File: config.mk
export PLATFORM = sky130hd
export DESIGN_NAME = multi_gate_counter
export DESIGN_NICKNAME = d
export VERILOG_FILES = /design/src/rtl/dfm_pkg.sv /design/src/rtl/gate_counter_ch.sv /design/src/rtl/multi_gate_counter.sv
export SDC_FILE = /design/constraint.sdc
export NUM_CORES = 1
export LEC_CHECK = 0
export BUFFER_PORTS_ARGS = -buffer_cell sky130_fd_sc_hd__buf_2
export CELL_PAD_IN_SITES_DETAIL_PLACEMENT = 1
export CELL_PAD_IN_SITES_GLOBAL_PLACEMENT = 1
export CORE_UTILIZATION = 47
export CTS_CLUSTER_DIAMETER = 40
export DETAILED_ROUTE_END_ITERATION = 7
export GPL_ROUTABILITY_DRIVEN = 0
export GPL_TIMING_DRIVEN = 0
export PLACE_DENSITY_LB_ADDON = 0.1
export SYNTH_ARGS = -nofsm -noshare
export SYNTH_HDL_FRONTEND = slang
export SYNTH_SLANG_ARGS = --single-unit
export TNS_END_PERCENT = 100
File: constraint.sdc
create_clock -name clk -period 10.4 [get_ports clk]
set_clock_uncertainty 0.2 [all_clocks]
set_input_delay 1.56 -clock clk [delete_from_list [all_inputs] [get_ports clk]]
set_output_delay 1.56 -clock clk [all_outputs]
set_load 0.03 [all_outputs]
File: src/rtl/dfm_pkg.sv
// Shared constants for the frequency meter datapath.
package dfm_pkg;

   // Per-channel measurement mode encoding.
   localparam logic MODE_CLK_CNT  = 1'b0;  // count clk cycles while gate is high
   localparam logic MODE_EDGE_CNT = 1'b1;  // count sig rising edges while gate is high

   // Default counter/result width per channel.
   localparam int DEFAULT_CNT_W = 28;

endpackage : dfm_pkg

File: src/rtl/gate_counter_ch.sv
// One measurement channel: input synchronizers, gate/sig edge detection,
// saturating window counter and the published result registers.
module gate_counter_ch
   import dfm_pkg::*;
#(
   parameter int CNT_W = DEFAULT_CNT_W,
   parameter int SYNC  = 2
) (
   input  logic             clk,
   input  logic             rst,
   input  logic             i_gate,
   input  logic             i_sig,
   input  logic             i_mode,
   output logic [CNT_W-1:0] o_cnt,
   output logic             o_ovf,
   output logic             o_valid,
   output logic             o_busy
);

   logic             w_gs;        // synchronized gate
   logic             w_ss;        // synchronized sig
   logic             r_gsd;       // w_gs delayed one cycle
   logic             r_ssd;       // w_ss delayed one cycle
   logic             r_mode;      // mode captured at window open
   logic [CNT_W-1:0] r_cnt;
   logic             r_ovf;
   logic [CNT_W-1:0] r_cnt_out;
   logic             r_ovf_out;
   logic             r_valid;
   logic             r_busy;

   logic             w_rise;
   logic             w_high;
   logic             w_fall;
   logic             w_sig_rise;
   logic             w_inc;

   if (SYNC == 0) begin : g_nosync
      // Inputs are already clk-synchronous; use them directly.
      assign w_gs = i_gate;
      assign w_ss = i_sig;
   end else begin : g_sync
      logic [SYNC-1:0] r_gate_sync;
      logic [SYNC-1:0] r_sig_sync;

      // Shift gate and sig through SYNC flops; the MSB is the synchronized value.
      always_ff @(posedge clk or posedge rst) begin
         if (rst) begin
            r_gate_sync <= '0;
            r_sig_sync  <= '0;
         end else begin
            r_gate_sync <= (r_gate_sync << 1) | SYNC'(i_gate);
            r_sig_sync  <= (r_sig_sync << 1) | SYNC'(i_sig);
         end
      end

      assign w_gs = r_gate_sync[SYNC-1];
      assign w_ss = r_sig_sync[SYNC-1];
   end

   assign w_rise     =  w_gs & ~r_gsd;
   assign w_high     =  w_gs &  r_gsd;
   assign w_fall     = ~w_gs &  r_gsd;
   assign w_sig_rise =  w_ss & ~r_ssd;

   // While the window is open, the latched mode decides what one step is.
   assign w_inc = (r_mode == MODE_EDGE_CNT) ? w_sig_rise : 1'b1;

   // Window state machine: open on gate rise, count while high, publish on fall.
   always_ff @(posedge clk or posedge rst) begin
      // NOTE: every register here, internal or output, is cleared by reset so a
      // window cut short by reset can never publish a stale partial count.
      if (rst) begin
         r_gsd     <= 1'b0;
         r_ssd     <= 1'b0;
         r_mode    <= MODE_CLK_CNT;
         r_cnt     <= '0;
         r_ovf     <= 1'b0;
         r_cnt_out <= '0;
         r_ovf_out <= 1'b0;
         r_valid   <= 1'b0;
         r_busy    <= 1'b0;
      end else begin
         // NOTE: non-blocking assignments so every branch sees last cycle's
         // r_gsd/r_cnt, not values updated earlier in this same block.
         r_gsd   <= w_gs;
         r_ssd   <= w_ss;
         r_valid <= 1'b0;
         if (w_rise) begin
            r_mode <= i_mode;
            r_cnt  <= (i_mode == MODE_CLK_CNT) ? CNT_W'(1) : CNT_W'(w_sig_rise);
            r_ovf  <= 1'b0;
            r_busy <= 1'b1;
         end else if (w_high) begin
            if (w_inc) begin
               if (&r_cnt) begin
                  r_ovf <= 1'b1;               // saturate: counter already all-ones
               end else begin
                  r_cnt <= r_cnt + CNT_W'(1);
               end
            end
         end else if (w_fall) begin
            r_cnt_out <= r_cnt;
            r_ovf_out <= r_ovf;
            r_valid   <= 1'b1;
            r_busy    <= 1'b0;
         end
      end
   end

   assign o_cnt   = r_cnt_out;
   assign o_ovf   = r_ovf_out;
   assign o_valid = r_valid;
   assign o_busy  = r_busy;

endmodule : gate_counter_ch

File: src/rtl/multi_gate_counter.sv
// Multi-channel gated counter: N_CH independent gate_counter_ch instances;
// this level only slices the per-channel buses.
module multi_gate_counter
   import dfm_pkg::*;
#(
   parameter int N_CH  = 4,
   parameter int CNT_W = DEFAULT_CNT_W,
   parameter int SYNC  = 2
) (
   input  logic                  clk,
   input  logic                  rst,
   input  logic [N_CH-1:0]       gate,
   input  logic [N_CH-1:0]       sig,
   input  logic [N_CH-1:0]       mode,
   output logic [N_CH*CNT_W-1:0] cnt_out,
   output logic [N_CH-1:0]       ovf_out,
   output logic [N_CH-1:0]       valid,
   output logic [N_CH-1:0]       busy
);

   for (genvar c = 0; c < N_CH; c++) begin : g_ch
      gate_counter_ch #(
         .CNT_W (CNT_W),
         .SYNC  (SYNC)
      ) u_ch (
         .clk     (clk),
         .rst     (rst),
         .i_gate  (gate[c]),
         .i_sig   (sig[c]),
         .i_mode  (mode[c]),
         .o_cnt   (cnt_out[c*CNT_W +: CNT_W]),
         .o_ovf   (ovf_out[c]),
         .o_valid (valid[c]),
         .o_busy  (busy[c])
      );
   end

endmodule : multi_gate_counter

* After elaboration in Yosys (flattened, before gate mapping)
Index checks and enable logic that the tools add are counted.
Storage, ports and cells: register bits after elaboration 268, bits in latches 0, bits in writable memories 0, memory bits (read-only) 0, output and inout port bits 124, logic and storage cells 200, memories kept 0
Operators by class: $add $sub $neg 4, multipliers 0, div/mod/pow operators 0, magnitude comparators 0, equality and inequality tests 8, shift-type cells 0, multiplexer cells 64, bitwise gates (word level) 44, reduce and logical (&&, ||, !) cells 36
Operators with widths (number):
- 28-bit 2-to-1 mux | 16
- 28-bit by 1-bit adder with 28-bit output, second input constant | 4
- 28-bit AND reduction | 4
- 1-bit 2-to-1 mux | 48
- 3-bit AND reduction | 12
- 2-bit nonzero test | 16
- 1-bit NOT | 20
- 1-bit AND | 16
- 2-bit by 1-bit != test with 1-bit output, second input constant | 8
- 2-bit by 1-bit bitwise OR with 2-bit output | 8
- 2-bit AND reduction | 4

* Longest topological paths before layout
depth in word-level cells 6, mapped depth 8, depth with buffers taken out 6

* By module
A second synthesis with hierarchy kept.
Second synthesis, totals: cell total of the unflattened synthesis 1024, area, all modules 11846.4 um2
By module, submodules not included:
- gate_counter_ch | times used 4, cells an instance 256, area each 2961.6 um2

* Least setup slack after synthesis
Ideal clock, no wire load.
path kind reg2reg, from register g_ch[2].u_ch.r_cnt[0], to register g_ch[2].u_ch.r_cnt[13], setup time 0.078 ns, arrival time 2.154 ns, data required time 10.122 ns, slack 7.968 ns, stages on the path, launching flop included 8, buffers on the path 1, period minus slack after synthesis 2.432 ns, cells stage by stage dfrtp_1 > ha_1 > and4_1 > and2_4 > a311o_1 > buf_6 > or4_1 > a21oi_1
Between the ends: word-level cells in the longest chain between the ends 5, elaborated cells on any way between the ends 8, classes of those cells add/sub (1); eq/ne (1); mux (4); reduce/logical (2)
RTL lines:
- start, declared | RTL line gate_counter_ch.sv:25 | logic [CNT_W-1:0] r_cnt;
- start signal, assigned | RTL line gate_counter_ch.sv:91 | r_cnt <= (i_mode == MODE_CLK_CNT) ? CNT_W'(1) : CNT_W'(w_sig_rise);
- start signal, assigned | RTL line gate_counter_ch.sv:99 | r_cnt <= r_cnt + CNT_W'(1);
- 28-bit by 1-bit adder with 28-bit output | RTL line gate_counter_ch.sv:99
- 28-bit 2-to-1 mux | RTL line gate_counter_ch.sv:96 | if (&r_cnt) begin
- 28-bit 2-to-1 mux | RTL line gate_counter_ch.sv:95 | if (w_inc) begin
- 28-bit 2-to-1 mux | RTL line gate_counter_ch.sv:94 | end else if (w_high) begin
- 28-bit 2-to-1 mux | RTL line gate_counter_ch.sv:89 | if (w_rise) begin
Parallel ways exist; a longest one is shown, timed or not. The select of a mux whose other input is x is not followed. A chain may end at the register's enable or synchronous reset.

* Worst setup path after layout
from register g_ch[3].u_ch.r_ovf_out, to output port ovf_out[3]
RTL lines:
- start, declared | RTL line gate_counter_ch.sv:28 | logic r_ovf_out;
- start signal, assigned | RTL line gate_counter_ch.sv:104 | r_ovf_out <= r_ovf;
- end, declared | RTL line multi_gate_counter.sv:16 | output logic [N_CH-1:0] ovf_out,
No word-level cell between the ends.

==> qor.txt <==
Status: finished, final reports clean
DIE AREA: 26,400 sq um
Post-synthesis simple-gate area fraction: 0.148
Top-count cell post-synth: dfrtp_1
Final Max Slew Viols: 0
Area Growth Syn to Fin: 21.6%
Total power: 2.72 mW
Mux contribution to synthesized area: 0.121
H-tree depth reported by CTS: 2
Synth Flop Type: dfrtp_1
Vias in the first global route: 9,604
RSZ-0062 raised after global routing: no
Yosys top cell by area: dfrtp_1
Core Area: 25,300 sq um
Initial Utilization: 0.480
RR Startpoint: g_ch[2].u_ch.r_cnt[0]
Critical Path RT: 8640 ps
Total CTS buffers: 41
Synth warn: 0
Yosys reg bits: 268
Ranking of synthesized cells by area: dfrtp_1 55%, mux2_2 12%, xnor2_1 3.0%
Pwr/cell area: 185 nW/um^2
Clock root buffer: clkbuf_16
Fin Hold WS: 133 ps
CTS sink cnt: 268
Final WL: 30.2 mm
Post-synthesis compound-gate area fraction: 0.0956
FP Rows: 58
Fin nets: 1,254
Post-Synthesis Cells: 1,042
Syn avg cell area: 11.6 sq um
Routed len/inst: 19.0 um
Crit Path Class: flop to primary output
Largest net degree at the start of global routing: 129
Maximum clock path buffer count: 3
Maxcap violations: 0
Die Span X: 163 um
Hold depth: 0
Post-synth top area share: 0.554
Lkg Pwr: 6.89 nW
Clk Latency, worst-skew pair: 520 ps
Setup crit start: g_ch[3].u_ch.o_ovf
Cts hold-fix bufs: 0
Post-synth EDFFs: 0
Post-Synth XOR/XNOR Area: 0.0311
First-pass GRT wire length: 50.1 mm
Sequential fraction of the synthesis area: 0.554
Port buffer count: 137
Share of post-route cells with drive strength above 1: 0.298
R2r endpoint: g_ch[2].u_ch.r_cnt[25]
Final HPWL DP: 20.0 mm
Via Count: 8,947
Crit path capture type: primary output
Setup slack, reg-to-reg: 7510 ps
Crit start category: flop
Total routing usage reported by global routing: 0.236
Crit path capture: ovf_out[3]
Hold WC Path Type: flop to flop
# DRC: 0
CTS tree: yes
Async SR Flop Fraction: 1.00
Post-route antenna net violation count: 0
N_diodes: 0
Worst Reg-to-Reg Cells: 8
Antenna violations before repair: 1
Syn_nets: 1,072
Largest family of logic cells by synthesized area: simple AND/OR/NAND/NOR gates
Vias per cell: 5.64
Minimum clock period: 3000 ps
Period utilisation layout: 0.289
Post-CTS Setup Bufs: 0
Drt pass-1 iters: 4
Slew Limit Headroom: 0.332
I/O pin cnt: 138
Fmax: 333 MHz
Post-synthesis adder-cell area fraction: 0.0165
Die height: 163 um
# setup viols final: 0
Mapped Area: 12,100 sq um
Distinct cell type count after synthesis: 60
Post-CTS sizing: 0
Clock-pin slew on the worst setup and hold paths: 50 ps
Final hold viol count: 0
Fill cells: 2,670
Total grt overflow: 0
CP max FO: 2
Worst slew pin tran: 1000 ps
Initial DRC Count: 495
Worst IR Drop VDD: 140 uV
Synth cell count leaders: 268 x dfrtp_1, 125 x mux2_2, 65 x nor2_1, 61 x a21oi_1, 42 x xnor2_1
CP Data Arrival Time: 1240 ps
flip-flops by register name, indices dropped and copies added, names as in the netlist:
register,flops
g_ch.u_ch.g_sync.r_gate_sync,8
g_ch.u_ch.g_sync.r_sig_sync,8
g_ch.u_ch.o_busy,4
g_ch.u_ch.o_cnt,112
g_ch.u_ch.o_ovf,4
g_ch.u_ch.o_valid,4
g_ch.u_ch.r_cnt,112
g_ch.u_ch.r_gsd,4
g_ch.u_ch.r_mode,4
g_ch.u_ch.r_ovf,4
g_ch.u_ch.r_ssd,4
layout make-up:
cell class                      count  area [sq um]  area share
Sequential cell                   268          6710       0.455
Multi-Input combinational cell    683          4980       0.338
Clock buffer                       53          1150      0.0783
Timing Repair Buffer              139           741      0.0503
Tap cell                          330           413      0.0280
Buffer                             65           325      0.0221
Clock inverter                     23           303      0.0206
Inverter                           26           105     0.00714
stage by stage:
step	worst slack, ps	setup TNS (ps)	instance area, sq um	util	instances
after floorplan	1260	0	12100	-	1042
after global placement	-1970	-522560	13200	0.523	1509
after detailed placement	7560	0	13300	0.526	1511
after CTS	7390	0	14700	0.583	1587
after global routing	7310	0	14700	0.583	1587
final	7400	0	14700	0.583	1587
power breakdown:
group | switching, mW | total (mW) | internal [mW]
clock | 0.501 | 1.44 | 0.938
sequential | 0.0286 | 1.10 | 1.08
combinational | 0.115 | 0.176 | 0.0606
total | 0.645 | 2.72 | 2.07
kinds of logic (layout without fill, tap and decap cells):
group,after synthesis,count (layout)
simple gates,317,317
mux,130,130
buf+inv,91,306
flops,268,268
compound gates,177,177
fa+ha+maj,16,16
xor+xnor,43,43
worst max-delay path: stages (launching register included):
cell and delay (ps):
dfrtp_1 420, buf_4 140, buf_2 160
cells in the final DEF (no fill, tap or decap), drive strengths merged, types with 18 or more instances in the layout:
cell type and instances:
dfrtp 268, buf 167, mux2 127, clkbuf 90
nor2 65, a21oi 61, xnor2 42, nand2 41
nand3 39, o21ai 39, nand4 38, or3 33
inv 30, or4 20, o31ai 19, a211oi 18
layer usage:
layer,track usage,vias to the layer above,part of all wire
met3,0.0395,48,0.039
li1,-,4174,-
met2,0.396,168,0.49
met5,0,-,0.00056
met1,0.312,4555,0.45
met4,0.0720,2,0.018
worst min-delay path by stage:
stage                                       startpoint                            endpoint  slack (ps)
floorplan           g_ch[0].u_ch.g_sync.r_gate_sync[0]  g_ch[0].u_ch.g_sync.r_gate_sync[1]         130
global placement     g_ch[3].u_ch.g_sync.r_sig_sync[0]   g_ch[3].u_ch.g_sync.r_sig_sync[1]         130
detailed placement   g_ch[0].u_ch.g_sync.r_sig_sync[0]   g_ch[0].u_ch.g_sync.r_sig_sync[1]         140
CTS                  g_ch[0].u_ch.g_sync.r_sig_sync[0]   g_ch[0].u_ch.g_sync.r_sig_sync[1]         140
global route         g_ch[0].u_ch.g_sync.r_sig_sync[0]   g_ch[0].u_ch.g_sync.r_sig_sync[1]         140
finish               g_ch[0].u_ch.g_sync.r_sig_sync[0]   g_ch[0].u_ch.g_sync.r_sig_sync[1]         130
No activity file was read; power rests on OpenSTA's default activity.
